File: src/rtl/agc_track.sv
`default_nettype none
// agc_track: successive-approximation gain acquisition, then windowed overload tracking.
// Rev 1.0 - initial release.
module agc_track #(
  parameter int GAIN_W     = 6,
  parameter int SIG_W      = 4,
  parameter int SETTLE_LEN = 160,
  parameter int DETECT_LEN = 16,
  parameter int OVL_HI     = 4,
  parameter int QUIET_N    = 4
) (
  input  logic              clk,
  input  logic              RESETn,
  input  logic [SIG_W-1:0]  amplified_signal,
  input  logic              overload,
  input  logic              ext_or_int,
  input  logic              restart,
  input  logic              freeze,
  output logic [GAIN_W-1:0] gain,
  output logic              gain_upd,
  output logic              done,
  output logic              busy
);

  localparam int CYC_W = $clog2(SETTLE_LEN + DETECT_LEN + 1);
  localparam int OVC_W = $clog2(DETECT_LEN + 1);
  localparam int QN_W  = $clog2(QUIET_N + 1);
  localparam int K_W   = (GAIN_W > 1) ? $clog2(GAIN_W) : 1;
  localparam logic [GAIN_W-1:0] GAIN_INIT = GAIN_W'(1) << (GAIN_W - 1);

  typedef enum logic [1:0] {
    ST_SETTLE = 2'd0,
    ST_DETECT = 2'd1,
    ST_UPDATE = 2'd2
  } state_t;

  state_t             r_state, w_state_nxt;
  logic [CYC_W-1:0]   r_cyc, w_cyc_nxt;
  logic [OVC_W-1:0]   r_ovc, w_ovc_nxt;
  logic [QN_W-1:0]    r_quiet, w_quiet_nxt;
  logic [K_W-1:0]     r_k, w_k_nxt;
  logic               r_track, w_track_nxt;
  logic [GAIN_W-1:0]  r_gain, w_gain_nxt;
  logic               r_upd;
  logic               w_ovl;
  logic [K_W-1:0]     w_k_dec;

  assign w_ovl   = ext_or_int ? overload : &amplified_signal;
  assign w_k_dec = r_k - K_W'(1);

  always_comb begin
    w_state_nxt = r_state;
    w_cyc_nxt   = r_cyc;
    w_ovc_nxt   = r_ovc;
    w_quiet_nxt = r_quiet;
    w_k_nxt     = r_k;
    w_track_nxt = r_track;
    w_gain_nxt  = r_gain;

    case (r_state)
      ST_SETTLE: begin
        if (r_cyc == CYC_W'(SETTLE_LEN - 1)) begin
          w_state_nxt = ST_DETECT;
          w_cyc_nxt   = '0;
          w_ovc_nxt   = '0;
        end else begin
          w_cyc_nxt = r_cyc + CYC_W'(1);
        end
      end
      ST_DETECT: begin
        if (w_ovl && (r_ovc != OVC_W'(DETECT_LEN)))
          w_ovc_nxt = r_ovc + OVC_W'(1);
        if (r_cyc == CYC_W'(DETECT_LEN - 1)) begin
          w_state_nxt = ST_UPDATE;
          w_cyc_nxt   = '0;
        end else begin
          w_cyc_nxt = r_cyc + CYC_W'(1);
        end
      end
      ST_UPDATE: begin
        w_state_nxt = ST_SETTLE;
        w_cyc_nxt   = '0;
        if (!r_track) begin
          // Trial bit survives only an overload-free window.
          if (r_ovc != '0)
            w_gain_nxt[r_k] = 1'b0;
          if (r_k != '0) begin
            w_gain_nxt[w_k_dec] = 1'b1;
            w_k_nxt             = w_k_dec;
          end else begin
            w_track_nxt = 1'b1;
          end
        end else if (!freeze) begin
          if (r_ovc >= OVC_W'(OVL_HI)) begin
            if (r_gain != '0)
              w_gain_nxt = r_gain - GAIN_W'(1);
            w_quiet_nxt = '0;
          end else if (r_ovc == '0) begin
            if (r_quiet == QN_W'(QUIET_N - 1)) begin
              w_quiet_nxt = '0;
              if (r_gain != '1)
                w_gain_nxt = r_gain + GAIN_W'(1);
            end else begin
              w_quiet_nxt = r_quiet + QN_W'(1);
            end
          end else begin
            w_quiet_nxt = '0;
          end
        end
      end
      default: begin
        w_state_nxt = ST_SETTLE;
        w_cyc_nxt   = '0;
      end
    endcase

    // Restart discards whatever decision was pending this cycle.
    if (restart) begin
      w_state_nxt = ST_SETTLE;
      w_cyc_nxt   = '0;
      w_ovc_nxt   = '0;
      w_quiet_nxt = '0;
      w_k_nxt     = K_W'(GAIN_W - 1);
      w_track_nxt = 1'b0;
      w_gain_nxt  = GAIN_INIT;
    end
  end

  always_ff @(posedge clk) begin
    if (!RESETn) begin
      r_state <= ST_SETTLE;
      r_cyc   <= '0;
      r_ovc   <= '0;
      r_quiet <= '0;
      r_k     <= K_W'(GAIN_W - 1);
      r_track <= 1'b0;
      r_gain  <= GAIN_INIT;
      r_upd   <= 1'b0;
    end else begin
      r_state <= w_state_nxt;
      r_cyc   <= w_cyc_nxt;
      r_ovc   <= w_ovc_nxt;
      r_quiet <= w_quiet_nxt;
      r_k     <= w_k_nxt;
      r_track <= w_track_nxt;
      r_gain  <= w_gain_nxt;
      r_upd   <= (w_gain_nxt != r_gain);
    end
  end

  assign gain     = r_gain;
  assign gain_upd = r_upd;
  assign done     = r_track;
  assign busy     = ~r_track;

endmodule
`default_nettype wire

File: config.mk
export PLATFORM = sky130hd
export DESIGN_NAME = agc_track
export DESIGN_NICKNAME = d
export VERILOG_FILES = /design/src/rtl/agc_track.sv
export SDC_FILE = /design/constraint.sdc
export NUM_CORES = 1
export LEC_CHECK = 0
export ABC_AREA = 1
export CAP_MARGIN = 20
export CORE_AREA = 2 2 72 74
export DETAILED_ROUTE_END_ITERATION = 6
export DIE_AREA = 0 0 74 76
export PLACE_DENSITY = 0.65
export SLEW_MARGIN = 20
export SYNTH_ARGS = -nofsm -noshare
export SYNTH_HDL_FRONTEND = slang
export SYNTH_SLANG_ARGS = --single-unit
File: constraint.sdc
create_clock -name clk -period 4.6 [get_ports clk]
set_input_delay 0.92 -clock clk [delete_from_list [all_inputs] [get_ports clk]]
set_output_delay 0.92 -clock clk [all_outputs]
set_load 0.02 [all_outputs]
## After elaboration in Yosys (flattened, before gate mapping)

Cells that the tools add are included.

- Memories kept: 0
- Register bits: 29
- Word-level logic and storage cells: 83
- RAM bits: 0
- Bits in latches: 0
- ROM bits: 0

- Divide/modulo/power cells: 0
- $add $sub $neg: 6
- Multiplexer cells: 32
- Bitwise operators: 6
- Equality and inequality tests: 11
- Reductions and logical operators: 15
- Shift operators: 0
- Magnitude comparators: 5
- Multipliers: 0

Operators with widths:

| cell | number |
|---|---|
| 6-bit 2-to-1 mux | 13 |
| 8-bit 2-to-1 mux | 2 |
| 8-bit case mux with 2 select lines | 1 |
| 5-bit 2-to-1 mux | 2 |
| 5-bit case mux with 2 select lines | 1 |
| 3-bit 2-to-1 mux | 3 |
| 3-bit AND reduction | 3 |
| 8-bit by 1-bit adder with 8-bit output (second input constant) | 1 |
| 8-bit by 4-bit equality test with 1-bit output (second input constant) | 1 |
| 8-bit equality test (second input constant) | 1 |
| 3-bit by 4-bit < comparator with 1-bit output (second input constant) | 2 |
| 6-bit by 1-bit adder with 6-bit output (second input constant) | 1 |
| 6-bit bitwise AND | 1 |
| 1-bit demux with 3-bit select | 2 |
| 3-bit by 1-bit >= comparator with 1-bit output (second input constant) | 2 |
| 2-bit != test (second input constant) | 3 |
| 6-bit != test | 1 |
| 6-bit != test (second input constant) | 1 |
| 6-bit NOT | 1 |
| 6-bit bitwise OR | 1 |
| 6-bit nonzero test | 1 |
| 6-bit by 1-bit subtractor with 6-bit output (second input constant) | 1 |
| 5-bit by 1-bit adder with 5-bit output (second input constant) | 1 |
| 5-bit by 3-bit >= comparator with 1-bit output (second input constant) | 1 |
| other kinds (19) | 28 |

## Depth between registers and ports, before layout

Gate-level depths: netlist (run 1).

- Word-level depth: 15
- Gate-level depth with buffers: 19

## Worst setup path before layout (run 1)

OpenSTA, ideal clock, no wires.

- Path type: register to register
- From: register r_k[0]
- To: register r_upd, in the netlist gain_upd
- Path buffers: 1
- Library setup time: 119 ps
- Data arrival time: 1907 ps
- Data required time: 4481 ps
- Stages on the path, launching flop included: 20
- Setup slack: 2574 ps
- Path through: dfxtp_1 -> buf_2 -> inv_1 -> ha_1 -> ha_1 -> inv_1 -> nor2_1 -> nand3_1 -> nand2_1 -> nor2_1 -> clkinv_1 -> nand2_1 -> nand2_1 -> nand2_1 -> nand2_1 -> nand2_1 -> nor2_1 -> nand2_1 -> nor2_1 -> nor2_1

RTL lines:

| element | line | text |
|---|---|---|
| start, declared | 41 | `logic [K_W-1:0] r_k, w_k_nxt;` |
| start signal, assigned | 135 | `r_k <= K_W'(GAIN_W - 1);` |
| start signal, assigned | 144 | `r_k <= w_k_nxt;` |
| 3-bit by 1-bit subtractor with 3-bit output (*) | 49 | `assign w_k_dec = r_k - K_W'(1);` |
| named net w_k_dec[0] | 46 | `logic [K_W-1:0] w_k_dec;` |
| 3-bit by 4-bit < comparator with 1-bit output (implied by the code) / 3-bit by 1-bit >= comparator with 1-bit output (equally long branches) | 88 | `w_gain_nxt[w_k_dec] = 1'b1;` |
| 1-bit logical AND (implied by the code) | 88 |  |
| 1-bit 2-to-1 mux (implied by the code) | 88 |  |
| 1-bit demux with 3-bit select (*) | 88 |  |
| 6-bit bitwise OR (no line) (*) | - |  |
| 6-bit 2-to-1 mux (*) | 87 | `if (r_k != '0) begin` |
| 6-bit 2-to-1 mux (*) | 83 | `if (!r_track) begin` |
| 6-bit 2-to-1 mux (*) | 60 | `case (r_state)` |
| 6-bit 2-to-1 mux (*) | 118 | `if (restart) begin` |
| 6-bit != test (*) | 147 | `r_upd <= (w_gain_nxt != r_gain);` |
| end signal, assigned | 147 |  |
| end, declared | 44 | `logic r_upd;` |

Mark *: on every way through the listed nets, which the timed path passes. The rest lies on a longest branch. The select of a mux whose other input is x is not followed.
A chain may end at the register's enable or synchronous reset.

## Worst setup path after layout (run 1)

- From: register r_track, in the netlist done
- To: output port busy

- Word-level cells in the longest chain between the ends: 1

Ends and longest elaborated chain:

| element | line | text |
|---|---|---|
| start, declared | 42 | `logic r_track, w_track_nxt;` |
| start signal, assigned | 145 | `r_track <= w_track_nxt;` |
| 1-bit NOT (no line) | - |  |
| end, declared | 22 | `output logic busy` |

Every way passes these cells.

==> metrics.txt, run 1 <==
status complete, no violations; DR pass1 iterations 4; top-count cell post-synth nand2_1; final hold vios 0; CTS resizes 0; Root Driver clkbuf_8; top cells by area, synth dfxtp_1 27%, nand2_1 15%, nor2_1 8.6%, inv_1 6.1%, nand3_1 5.4%; Die H about 76 um; worst path required time ~3700 ps; Hold Buf Count CTS 0; NumNets Final between 300 and 400; power density cells 194 nW/um^2; Synth Register Bits 29; RSZ-0062 raised after global routing no; Yosys Warn Count 0; Mapped Nets 357; DR vias ~2200; worst-path maximum fanout 10; Crit path arrival time 1760 ps; IO buf count 18; CTS tree done; Syn-to-layout area delta 14.5%; ant diodes 0; cell count after synthesis 338; Static Leak roughly 0.0010 uW; GP Congestion between 0.9 and 1; fill count slightly above 500; Fin Clk Skew between 4 and 5 ps; row count 26; Clock Latency Late Sink 280 ps; critical path class reg2out; Routed wire per std cell between 10 and 15 um; Final setup viols 0; Cell Area, Synth around 2100 sq um; placed cell areas ~2400 sq um; CP startpoint done; All-Layer GR Usage between 10% and 20%; Via density approximately 5; HP Class reg2reg; Crit path largest cell delay approximately 640 ps; initial antenna violation count 0; HP Start r_cyc[0]; Synth area leader dfxtp_1; Netlist cell types 32; DP HPWL between 3 and 4 mm; Async S/R FF share, synth 0%; Worst slew margin just under 70%; CP max stage cell clkdlybuf4s50_1; syn avg cell area between 6 and 7 sq um; multi-input logic area 1350 sq um; CTS max path bufs 2; crit end category primary output; Post-DRT Antenna Nets 0; core region area between 4000 and 5000 sq um; full die area around 5600 sq um; crit start category flip-flop; Die W between 70 and 80 um; Fmax approximately 370 MHz; maxcap violations 0; register area share after synthesis 27.2%; Worst-path clk slew ~60 ps; Post-synth EDFFs 0; largest net degree at the start of global routing 12; Tcrit/Tclk final 58.3%; drt drc 0; worst r2r src r_k[0]; H-tree levels 2; number of global-route vias before repair 2027; setup bufs post-CTS 0; crit-path cells clkinv_1 -> clkdlybuf4s50_1; Reg area around 580 sq um; total grt overflow 0; worst slew pin tran 466 ps; first-pass GRT wire length approximately 8.7 mm; VDD IR max about 0.14 mV; setup_tns 0 ps; Top FF cell, synth dfxtp_1; # IOs 19; CTS sink count 29; cell area after layout 2450 sq um; initial DRC count 86; Inserted Clock Buffers 5; share of layout cells above drive strength 1 9.75%; most frequent cells after synthesis 88 x nand2_1, 49 x nor2_1, 35 x inv_1, 29 x dfxtp_1, 23 x nand3_1; Synth top area share a little over a quarter; Tmin final around 2700 ps; initial core utilization between 40 and 50%; Slew Limit Fails 0; WL final roughly 5 mm
==> where the power goes <==
part	total (uW)	switching [uW]	internal, uW
clock network	200	95.4	105
registers	253	0.612	252
logic	21.4	11.5	9.93
total	474	107	366
==> sequential cells by signal, summed over array words and instances (netlist names) <==
signal and flops:
done 1, gain 6, gain_upd 1, r_cyc 8, r_k 3, r_ovc 5, r_quiet 3, r_state 2
==> path summary, 6_finish.rpt <==
kind | endpoint | slack (ps) | depth (start not counted)
worst max register to register | gain_upd | 2240 | 18
worst max-delay path | busy | 1920 | 2
worst min-delay path | r_cyc[0] | 450 | 1
worst min register to register | r_cyc[0] | 450 | 1
==> worst max-delay path: cells and delay by family (launching register included) <==
| kind | cells | cell delay, ps |
|---|---|---|
| buffers and inverters | 2 | 990 |
| DFF | 1 | 500 |
==> per-layer routing <==
metal	global-route usage, %	part of all wire [%]	up-vias
li1	-	-	1138
met3	2.91	2.6	13
met4	8.36	2.6	0
met2	33.4	48	34
met5	0	0	-
met1	23.2	47	967
==> cells in the final DEF, fill, tap and decap left out, drive strengths merged, types with 7 or more instances in the layout <==
master	count
nand4	10
nand2	96
nand3	25
ha	9
a21oi	19
clkdlybuf4s50	18
inv	42
dfxtp	29
nor2	56
o21ai	13
nor3	7
a211oi	8
==> layout make-up <==
type                            count  area share, %
Timing Repair Buffer               18           7.36
Clock inverter                      2          0.409
Clock buffer                        6           2.97
Multi-Input combinational cell    259           55.1
Tap cell                           70           3.58
Inverter                           45           6.90
Sequential cell                    29           23.7
==> stage by stage <==
step	instances	utilization [%]	hold WS, ps	power (uW)	worst slack, ps
detailed placement	421	48.1	445	280	1840
finish	429	49.8	450	474	1920
floorplan	338	-	417	269	2570
global route	429	49.8	476	494	1850
global placement	421	48.1	437	279	1940
CTS	429	49.8	459	481	1910
==> cell families after synthesis <==
kind of cell / after synthesis / share of synthesized area [%]
AO/OA/AOI/OAI: 46 / 12.4
adder cells (fa/ha/maj): 9 / 5.27
flip-flops: 29 / 27.2
buffers and inverters: 50 / 9.78
AND/OR/NAND/NOR: 199 / 43.3
XOR/XNOR: 5 / 2.05
Power figures use the tool's default switching activity.
==> run 2: changes to the inputs <==
Clock period 4.6 ns to 2.5 ns, I/O delays scaled along.
==> run 2 against run 1 <==
Compared with the run above:
- cell area grew 1.4%
- count of clock-buffer cells in the layout is 1 lower
- clock skew grew 2.3 ps
- combinational power increased by 89%
- first-iteration DRC count is 27% higher
- clock power grew 91%
- register-to-register slack worse by 1900 ps
- hold slack worse by 13 ps
- final cell count up 0.93%
- die area unchanged
- sequential power is 84% higher
- largest cell class unchanged
- highest routed layer unchanged
==> metrics.txt, run 2 (synthesized netlist as in run 1, its figures left out) <==
drt drc 0 (unchanged); Hold Path Depth 2 (+1); Clock Latency Late Sink 290 ps (about the same); Syn-to-layout area delta 16.1%; final hold vios 0 (unchanged); IO buf count 18 (unchanged); CP endpoint busy; DP HPWL 4.01 mm (+1.2%); CTS tree done; RSZ-0062 raised after global routing no; largest net degree at the start of global routing 11 (-1); Worst slew margin 73.2% (+4.4 points); Inserted Clock Buffers 5 (unchanged); Crit path largest cell delay 630 ps (about the same); share of layout cells above drive strength 1 11.0% (+1.3 points); CTS resizes 0 (unchanged); RR Endpoint gain_upd; Largest Register r_cyc; Tcrit/Tclk final about nine tenths; DR pass1 iterations 4 (unchanged); Reg2Reg Depth 17 (-1); placed cell areas 2390 sq um (+1.3%); Slew Limit Fails 0 (unchanged); DR vias 2199 (+2.2%); worst path required time 2000 ps (-1680 ps); crit end category primary output; total power 887 uW (+87%); CTS sink count 29 (unchanged); CP startpoint done; maxcap violations 0 (unchanged); cell area after layout 2480 sq um (+1.4%); Die H 76 um (unchanged); Via density 5.08 (+1.2%); All-Layer GR Usage 20.2% (+0.84 points); Post-DRT Antenna Nets 0 (unchanged); Levels on crit path 2 (unchanged); number of global-route vias before repair 2077 (+2.5%); initial core utilization 43.5% (unchanged); setup bufs post-CTS 0 (unchanged); Worst Path Buf+Inv 2 (unchanged); core region area 4910 sq um (unchanged); worst-path maximum fanout 10 (unchanged); NumNets Final 381 (+1.1%); full die area 5620 sq um (unchanged); Worst-path clk slew 70 ps (about the same); Reg area 581 sq um (unchanged); critical path class reg2out; Die W 74 um (unchanged); CTS max path bufs 2 (unchanged); commonest non-fill, non-tap cell in the layout nand2_1; row count 26 (unchanged); crit start category flip-flop; multi-input logic area 1350 sq um (unchanged); worst slew pin tran 401 ps (-65.3 ps); crit-path cells clkinv_1 -> clkdlybuf4s50_1; commonest cells after routing, fill and taps aside 88 x nand2_1, 49 x nor2_1, 35 x inv_1, 29 x dfxtp_1, 23 x nand3_1; ant diodes 0 (unchanged); Fin Clk Skew 6.51 ps (+2.33 ps); Crit path arrival time 1740 ps (-20 ps); largest delay contributor family on the critical path buffers and inverters; Fmax ~450 MHz; Hold Buf Count CTS 0 (unchanged); # IOs 19 (unchanged); Routed wire per std cell 11.7 um (-1.1%); FF-to-FF setup slack 360 ps (-1880 ps); Tmin final roughly 2200 ps; Static Leak 0.00103 uW (+1.8%); CP max stage cell clkdlybuf4s50_1; Final setup viols 0 (unchanged); fill count 498 (-2.4%); Root Driver clkbuf_8; HP Class reg2reg; max reg flops 8 (unchanged); first-pass GRT wire length 8.94 mm (+2.6%); VDD IR max 0.320 mV (+120%); initial DRC count 109 (+27%); Hold Slack 438 ps (-12.7 ps); power density cells 357 nW/um^2 (+85%); total grt overflow 0 (unchanged); H-tree levels 2 (unchanged); WL final 5.08 mm (-0.20%); setup_tns 0 ps (unchanged); initial antenna violation count 0 (unchanged); GP Congestion 0.894 (-3.3%); status complete, no violations; worst r2r src r_ovc[0]
-- run 2: how the worst min path moves through the flow --
stage          slack (ps)         end        from
3_5_place_dp          430  r_quiet[2]  r_quiet[2]
2_1_floorplan         420  r_quiet[2]  r_quiet[2]
4_1_cts               440  r_quiet[2]  r_quiet[2]
3_3_place_gp          430  r_quiet[2]  r_quiet[2]
6_report              440  r_quiet[2]  r_quiet[2]
5_1_grt               460    r_cyc[0]    r_cyc[0]
-- run 2: where the power goes --
part,switching [uW],internal [uW]
clock,190,192
sequential,1.01,464
combinational,21.3,19.2
total,212,674
-- run 2: area by class of cell --
cell class,instances,share of cell area [%]
clock inverters,3,0.706
flip-flops and latches,29,23.4
inverters,45,6.81
clock buffers,5,2.77
multi-input cells,259,54.3
repair buffers,22,8.47
well taps,70,3.53
-- run 2: worst register-to-register path, stage by stage, from the launching register on --
cell and delay [ps]:
dfxtp_1 330, inv_1 100, ha_1 310, nand3_2 170, nor2_4 180, nand2_2 80
nand2_2 80, nand2_2 60, nand2_1 50, nand3_1 80, nand2_1 130, nand2_1 80
nand2_1 60, nand2_1 50, nor2_1 100, nand2_1 60, nor2_1 80, nor2_1 40
-- run 2: routing by layer --
metal	share of wire (%)	routed length (um)	up-vias	GRT usage, %
li1	-	-	1149	-
met1	44	2210	991	23.4
met2	50	2530	50	34.6
met3	4.2	215	9	4.76
met4	2.3	115	0	8.73
met5	0	0	-	0
-- run 2: metrics by stage --
step / cells / setup WS [ps] / util, %
final: 433 / 264 / 50.5
after global routing: 433 / 115 / 50.5
after CTS: 433 / 265 / 50.5
after detailed placement: 425 / 283 / 48.8
after global placement: 425 / 319 / 48.8
after floorplan: 338 / 474 / -
